## config.mk

```make
export PLATFORM = sky130hd
export DESIGN_NAME = inv_rotate
export DESIGN_NICKNAME = d
export VERILOG_FILES = /design/src/rtl/inv_rotate.sv
export SDC_FILE = /design/constraint.sdc
export NUM_CORES = 2
export LEC_CHECK = 0
export CORE_AREA = 8 8 364 366
export CTS_CLUSTER_SIZE = 40
export DETAILED_ROUTE_END_ITERATION = 8
export DIE_AREA = 0 0 372 374
export GPL_TIMING_DRIVEN = 1
export PLACE_DENSITY_LB_ADDON = 0.15
export SETUP_SLACK_MARGIN = 0.15
export SLEW_MARGIN = 15
export SYNTH_ARGS = -nofsm -noshare
export SYNTH_HDL_FRONTEND = slang
export SYNTH_SLANG_ARGS = --single-unit
```

## constraint.sdc

```tcl
create_clock -name clk -period 5.85 [get_ports clk]
set_input_delay 1.17 -clock clk [delete_from_list [all_inputs] [get_ports clk]]
set_output_delay 1.17 -clock clk [all_outputs]
set_load 0.05 [all_outputs]
```

## src/rtl/inv_rotate.sv

```systemverilog
// Inverse rho step: buffers a full 64-slice state, then emits slices with each
// lane rotated back by its offset. Two-state LOAD/EMIT flow with valid/ready on both sides.
module inv_rotate (
    input  logic        clk,
    input  logic        rst,
    input  logic [24:0] in_slice,
    input  logic        in_valid,
    output logic        in_ready,
    output logic [24:0] out_slice,
    output logic        out_valid,
    input  logic        out_ready,
    output logic [5:0]  out_idx,
    output logic        done
);

    typedef enum logic {
        ST_LOAD = 1'b0,
        ST_EMIT = 1'b1
    } state_t;

    // Lane offsets packed with lane 0 in the least significant 6 bits.
    localparam logic [25*6-1:0] ROT = {
        6'd14, 6'd56, 6'd61, 6'd2,  6'd18,
        6'd8,  6'd21, 6'd15, 6'd45, 6'd41,
        6'd39, 6'd25, 6'd43, 6'd10, 6'd3,
        6'd20, 6'd55, 6'd6,  6'd44, 6'd36,
        6'd27, 6'd28, 6'd62, 6'd1,  6'd0
    };

    state_t      state_q, state_d;
    logic [5:0]  load_cnt_q, load_cnt_d;
    logic [5:0]  out_idx_q, out_idx_d;
    logic        done_q, done_d;
    logic        wr_en;
    logic [24:0] mem_q [64];
    logic [24:0] mem_d [64];
    logic [5:0]  rd_idx [25];

    always_comb begin
        state_d    = state_q;
        load_cnt_d = load_cnt_q;
        out_idx_d  = out_idx_q;
        done_d     = 1'b0;
        wr_en      = 1'b0;
        in_ready   = 1'b0;
        out_valid  = 1'b0;
        case (state_q)
            ST_LOAD: begin
                in_ready = 1'b1;
                if (in_valid) begin
                    wr_en      = 1'b1;
                    load_cnt_d = load_cnt_q + 6'd1;
                    if (load_cnt_q == 6'd63) begin
                        state_d = ST_EMIT;
                    end
                end
            end
            ST_EMIT: begin
                out_valid = 1'b1;
                if (out_ready) begin
                    out_idx_d = out_idx_q + 6'd1;
                    if (out_idx_q == 6'd63) begin
                        done_d  = 1'b1;
                        state_d = ST_LOAD;
                    end
                end
            end
            default: state_d = ST_LOAD;
        endcase
    end

    always_ff @(posedge clk) begin
        if (!rst) begin
            state_q    <= ST_LOAD;
            load_cnt_q <= 6'd0;
            out_idx_q  <= 6'd0;
            done_q     <= 1'b0;
        end else begin
            state_q    <= state_d;
            load_cnt_q <= load_cnt_d;
            out_idx_q  <= out_idx_d;
            done_q     <= done_d;
        end
    end

    // State buffer is deliberately left out of reset; only the counters gate its use.
    always_comb begin
        for (int k = 0; k < 64; k++) begin
            mem_d[k] = (wr_en && (load_cnt_q == 6'(k))) ? in_slice : mem_q[k];
        end
    end

    always_ff @(posedge clk) begin
        mem_q <= mem_d;
    end

    // Each lane bit reads its own slice: index wraps mod 64 by 6-bit truncation.
    generate
        for (genvar gi = 0; gi < 25; gi++) begin : g_lane
            assign rd_idx[gi]    = out_idx_q + ROT[gi*6 +: 6];
            assign out_slice[gi] = mem_q[rd_idx[gi]][gi];
        end
    endgenerate

    assign out_idx = out_idx_q;
    assign done    = done_q;

endmodule

```

==> metrics <==
run status=finished clean; CP arrival=4.42 ns; average instance area after synthesis=23.3 sq um; proportion of synthesized area in mux cells=18.1%; Min-Delay Path Class=flip-flop to flip-flop; leftover overflow at the end of global routing=0; maximum number of pins on one net before global-route repair=124; layout cells sized above 1=31.6%; Peak supply drop=0.000290 V; Total Wirelength=179000 um; height of the chip=374 um; source-to-sink clock delay at the later pin of the worst-skew pair=0.79 ns; drt pass-1 iters=6; Max clock buf depth=3; register area=48300 sq um; share of power burned in combinational logic=1.1%; Adder-Cell Fraction of Synth Area=0.458%; I/O pin count=63; share of flip-flops with an asynchronous set or reset=0%; critical path endpoint category=primary output; count of input and output buffers=62; CTS H-tree depth=4; distinct cell type count of the synthesized netlist=51; Slew Viols, Final=0; Global Route Usage Sum=25.8%; vias in the first global route=30700; Worst-Margin Slew=1.15 ns; TritonCTS Buffers=165; prevailing post-synth register cell=edfxtp_1; overall power of the completed layout=23.5 mW; post-synthesis cell count=2695; Seq cells post-synth=1614; Switching Power=4.58 mW; clock tree from TritonCTS=done; post-synthesis simple-gate area fraction=1.55%; final number of setup-violating endpoints=0; fraction of power spent switching nets=19.5%; weighted congestion at the end of routability-driven global placement=0.849; largest family of logic cells by synthesized area=multiplexers; Min-Delay Path Depth=3; number of hold-slack violations in the final timing report=0; dpl hpwl=105000 um; die area=139000 sq um; Clk pin slew, worst setup/hold paths=0.06 ns; global-route wire length before repair=248000 um; startpoint type of the worst setup path=flip-flop; Setup Skew=0.0225 ns; total area of multi-input combinational cells=14300 sq um; die extent in x=372 um; post-detailed-route wirelength per cell=38.1 um; total vias in the final route=30900; final critical-path required period=5.59 ns; endpoint of the most critical register-to-register path=mem_q[149]; Internal=18.9 mW; leakage power of the design=21.8 nW; number of antenna violations at the first check in global routing=4; sequential-to-total area share from yosys stat=76.9%; final-layout fill cell count=9129; total number of nets in the final design=2962; power per cell area=325 nW/um^2; depth of the worst register-to-register path=5; clock root cell=clkbuf_16; CTS sink cnt=1614; cell area after layout=72100 sq um; Post-Synthesis Net Count=2747; count of nets left with antenna violations after detail routing=0; Iteration-0 DRC Markers=4321; highest attainable clock frequency=179 MHz; DRC errors left=0; post-place instance area=66800 sq um; Post-Synthesis Cell Area=62800 sq um; xor/xnor cell area share of the yosys netlist=0.806%; worst-case hold slack=0.697 ns; hold-critical path endpoint=load_cnt_q[3]; Crit Path Max Fanout=20; Clk network pwr share=44.5%; final worst path period share=95.6%; Seq pwr share=54.4%; worst max-slew margin expressed relative to the limit=23.2%; yosys warns=0; worst setup slack for register-to-register paths=2.54 ns; Std-Cell Rows=131; Starting Density=49.6%; total negative slack for setup checks=0 ns; worst reg2reg startpoint=state_q; number of maximum-capacitance violations=0; area delta synth->final=14.7%; critical setup path kind=flip-flop to primary output; via density per instance=6.56; fraction of the mapped netlist area in compound gates=0.960%; number of enable-type register cells in the synthesized netlist=1600; startpoint of the most critical hold path=load_cnt_q[0]; area of the core region=127000 sq um; required time of the critical path=4.68 ns; unrepaired setup endpoints after global routing=false
[layout make-up]
type / count / share of cell area (%)
flip-flops and latches: 1614 / 67.1
multi-input cells: 927 / 19.8
clock buffers: 213 / 6.10
well taps: 1662 / 2.88
repair buffers: 189 / 2.80
clock inverters: 88 / 1.29
inverters: 13 / 0.0694
diodes: 1 / 0.00347
[power by group through the flow]
| stage | clock (mW) | sequential [mW] | combinational (mW) |
|---|---|---|---|
| after floorplan | 0 | 13.0 | 0.0444 |
| after global placement | 0 | 13.0 | 0.248 |
| after detailed placement | 0 | 13.0 | 0.266 |
| after CTS | 10.6 | 12.8 | 0.265 |
| after global routing | 11.0 | 12.8 | 0.284 |
| final | 10.4 | 12.8 | 0.266 |
[registers in the layout, indices dropped and copies added, names as in the netlist]
name,count
state_q,1
load_cnt_q,6
done,1
mem_q,1600
out_idx,6
[worst max-delay path: stages (launching register included)]
cell and delay, ns:
dfxtp_4 0.54, clkinv_2 0.33, ha_1 0.30, a21boi_0 0.60
xnor2_2 0.20, buf_4 0.36, mux4_2 0.55, o21ai_0 0.53
buf_12 0.22
[cell usage in the layout (no fill, tap or decap), drive strengths merged, types with 9 or more instances in the layout]
master and count:
a211oi 15, a21oi 23, a31oi 9, and2 21, buf 176, bufinv 18, clkbuf 213, clkdlybuf4s50 13
clkinv 64, dfxtp 14, edfxtp 1600, ha 23, inv 17, mux2i 52, mux4 477, nand2 77
nand3 17, nor2 71, nor2b 9, o21ai 21, xnor2 43, xor2 14
[worst max path at each step]
stage | start | to | slack [ns] | depth (start not counted)
CTS | out_idx[0] | out_slice[1] | 0.25 | 7
global route | out_idx[2] | out_slice[8] | 0.17 | 8
global placement | out_idx[2] | out_slice[8] | 0.94 | 8
floorplan | out_idx[1] | out_slice[10] | 0.39 | 12
detailed placement | out_idx[2] | out_slice[8] | 0.83 | 8
finish | out_idx[2] | out_slice[8] | 0.26 | 8
[timing repair]
item	CTS	global route
hold buffers	0	0
gates resized for setup	1	2
setup buffers	0	0
endpoints found under the setup margin	2	3
[cell usage after synthesis (4+ instances only)]
master    number  share of area (%)
a21oi_1       23               0.18
nor2b_1        9              0.090
nand2_1       77               0.46
buf_1          6              0.036
and2_1        17               0.17
mux4_2       476                 17
dfxtp_1       14               0.45
a31oi_1        9              0.090
inv_1         10              0.060
xor2_1        14               0.20
xnor2_1       42               0.59
buf_2         40               0.32
and3_1         5              0.050
a311oi_1       7              0.098
and2_0         4              0.040
nor2_1        71               0.42
o21ai_0       20               0.16
a22oi_1        7              0.084
buf_4         39               0.47
ha_1          23               0.46
edfxtp_1    1600                 76
mux2_2         7               0.13
mux2i_1       52               0.83
nand3_1       17               0.14
a211oi_1      15               0.18
clkbuf_1      53               0.32
[routing by layer]
metal / vias to the layer above / routed length (um) / track usage, % / share of wire (%)
met5: - / 26 / 0 / 0.014
met4: 4 / 6140 / 8.49 / 3.4
met3: 314 / 15800 / 5.24 / 8.8
met2: 1621 / 86400 / 40.6 / 48
met1: 17000 / 71000 / 36.3 / 40
li1: 11900 / - / - / -
[logic make-up (layout without fill, tap and decap cells)]
| kind of cell | after synthesis | count (layout) |
|---|---|---|
| compound gates | 94 | 94 |
| xor+xnor | 57 | 57 |
| fa+ha+maj | 23 | 23 |
| buf+inv | 154 | 503 |
| flops | 1614 | 1614 |
| mux | 536 | 536 |
| other cells | 0 | 1 |
| simple gates | 217 | 217 |
[through the flow]
step           worst slack, ns  cells  util, %
2_1_floorplan            0.394   2695        -
3_3_place_gp             0.940   4405     52.7
3_5_place_dp             0.826   4405     52.7
4_1_cts                  0.251   4706     56.9
5_1_grt                  0.168   4706     56.9
6_report                 0.257   4707     56.9
No activity file was read; power rests on OpenSTA's default activity.
==> patch: new RTL, same flow settings <==
Make the reset (`rst`) asynchronous in one clocked block.
--- a/src/rtl/inv_rotate.sv
+++ b/src/rtl/inv_rotate.sv
@@ -70,5 +70,5 @@
     end
 
-    always_ff @(posedge clk) begin
+    always_ff @(posedge clk or negedge rst) begin
         if (!rst) begin
             state_q    <= ST_LOAD;
Check against the original RTL: not settled (the Yosys comparison gave no result); the edit may change what the design does.
==> patch against the unedited design <==
- sequential cell count unchanged
- register-to-register slack worse by 0.16 ns
- area after synthesis about the same
- critical path type unchanged
- global-route usage down 1.3 points
- design area down 0.56%
- routed wire length down 5.7%
- worst setup slack better by 0.038 ns
- critical path depth up 2
- largest cell class unchanged
- utilization down 0.32 points
- count of clock-buffer cells in the layout up 5
- sequential share of layout area up 0.47 points
- clock skew down 0.0016 ns
Power is not compared: it rests on default switching activity, and its combinational part moved more than twofold at a synthesized area within 25%.
==> patch: results (changes against the unedited design) <==
metric	value	unit	change
regToRegStartpoint	state_q		unchanged
yosysWarnings	0		unchanged
synth_edf_count	1600		unchanged
syn_nets	2752		was 2747
critPathMaxFanout	29		was 20
grt_max_degree	106		was 124
antenna_found_initial	11		was 4
grt_pass1_wl	238	mm	was 248 mm
post_drt_wl_per_cell	35.9	um	was 38.1 um
drtIter0Drc	3752		was 4321
clk_pin_slew	0.06	ns	about the same
timing.rr.end	mem_q[1513]		was mem_q[149]
cts_root_buf	clkbuf_16		unchanged
vias_per_cell	6.38		was 6.56
reg2reg_depth	5		unchanged
insertion_delay	0.78	ns	
grtUsageTotal	24.4	%	was 25.8%
firstDrtPassIters	7		was 6
worst_hold_path.endpoint	load_cnt_q[3]		unchanged
largest_reg_flops	1600		unchanged
status	finished, final reports clean		unchanged
netlist_top_cells_count	1600 x edfxtp_1, 471 x mux4_2, 86 x nor2_1		was 1600 x edfxtp_1, 476 x mux4_2, 77 x nand2_1
fill_cells	9033		was 9129
synth.area.top_cells	edfxtp_1 76%, mux4_2 17%, mux2i_1 0.89%		was edfxtp_1 76%, mux4_2 17%, mux2i_1 0.83%
grt_pass1_vias	30600		was 30700
synth-async-reset-ratio	0.867	%	was 0%
ys_types	46		was 51
crit_arrival	4.39	ns	was 4.42 ns
hold_path.class	reg2reg		unchanged
hpwl	99.8	mm	was 105 mm
hold_path.startpoint	load_cnt_q[3]		was load_cnt_q[0]
r2r_setup_slack	2.38	ns	was 2.54 ns
cts_made_buffers	160		was 165
final_nets	2969		was 2962
max_slew_margin	20.8	%	was 23.2%
drive_above_1_share	31.5	%	was 31.6%
p_leak	22.0	nW	
port-buffer-count	62		unchanged
finalClockSkew	0.0209	ns	was 0.0225 ns
place.gp.congestion	0.874		was 0.849
worstHoldPathCells	1		was 3
synth-seq-area-share	77.0	%	was 76.9%
clockBufferDepth	3		unchanged
worst_hold_slack	0.652	ns	was 0.697 ns
irDropWorstVdd	0.213	mV	
-- patch: cells by family after synthesis --
group,Yosys count,synth area share [%]
xor gates and xnor gates,61,0.862
muxes,537,18.0
AOI/OAI and AO/OA,87,0.874
and+or+nand+nor,226,1.54
buffers and inverters,152,1.31
adders and majority gates,23,0.458
DFF,1614,77.0
-- patch: worst max-delay path by stage --
stage	from	endpoint	slack, ns	cells after the start
2_1_floorplan	out_idx[1]	out_slice[14]	0.70	15
3_3_place_gp	out_idx[0]	out_slice[17]	0.73	9
3_5_place_dp	out_idx[0]	out_slice[17]	0.73	9
4_1_cts	out_idx[0]	out_slice[12]	0.19	10
5_1_grt	out_idx[2]	out_slice[17]	0.17	10
6_report	out_idx[0]	out_slice[12]	0.29	10
-- patch: cell type report --
cell class,count,area (um^2),area share [%]
Timing Repair Buffer,194,1760,2.46
Sequential cell,1614,48400,67.5
Multi-Input combinational cell,934,14200,19.9
Antenna cell,9,22.5,0.0314
Clock inverter,69,633,0.883
Clock buffer,218,4500,6.27
Tap cell,1662,2080,2.90
Inverter,13,50.0,0.0698
-- patch: layer usage --
layer	global-route usage [%]	wire, um
met1	35.2	69100
met2	37.6	79700
met3	6.52	16700
met4	5.99	3630
met5	0	63
-- patch: critical path, stage by stage (launching register included) --
cell	delay (ns)
dfrtp_4	0.65
inv_1	0.23
ha_4	0.54
buf_12	0.26
mux4_2	0.31
and2_1	0.16
a2111oi_0	0.51
buf_4	0.21
a211oi_1	0.06
a211o_1	0.41
buf_4	0.22
-- patch: report_power, final --
group	internal [mW]	switching (mW)	leakage (nW)	total, mW
sequential	13.2	0.144	14.6	13.3
combinational	1.96	2.79	4.91	4.75
clock	5.89	4.21	2.50	10.1
total	21.0	7.14	22.0	28.2
-- patch: timing repair --
action,4_1_cts,5_1_grt
endpoints found under the setup margin,8,5
buffers inserted,2,2
gates resized for setup,5,2
pin swaps,1,0
-- patch: stage by stage --
stage,setup WS (ns),cell area (um^2),instances,util [%]
floorplan,0.695,62900,2700,-
global placement,0.726,66400,4412,52.4
detailed placement,0.727,66400,4412,52.4
CTS,0.194,71600,4701,56.5
global route,0.170,71700,4705,56.6
finish,0.295,71700,4713,56.6
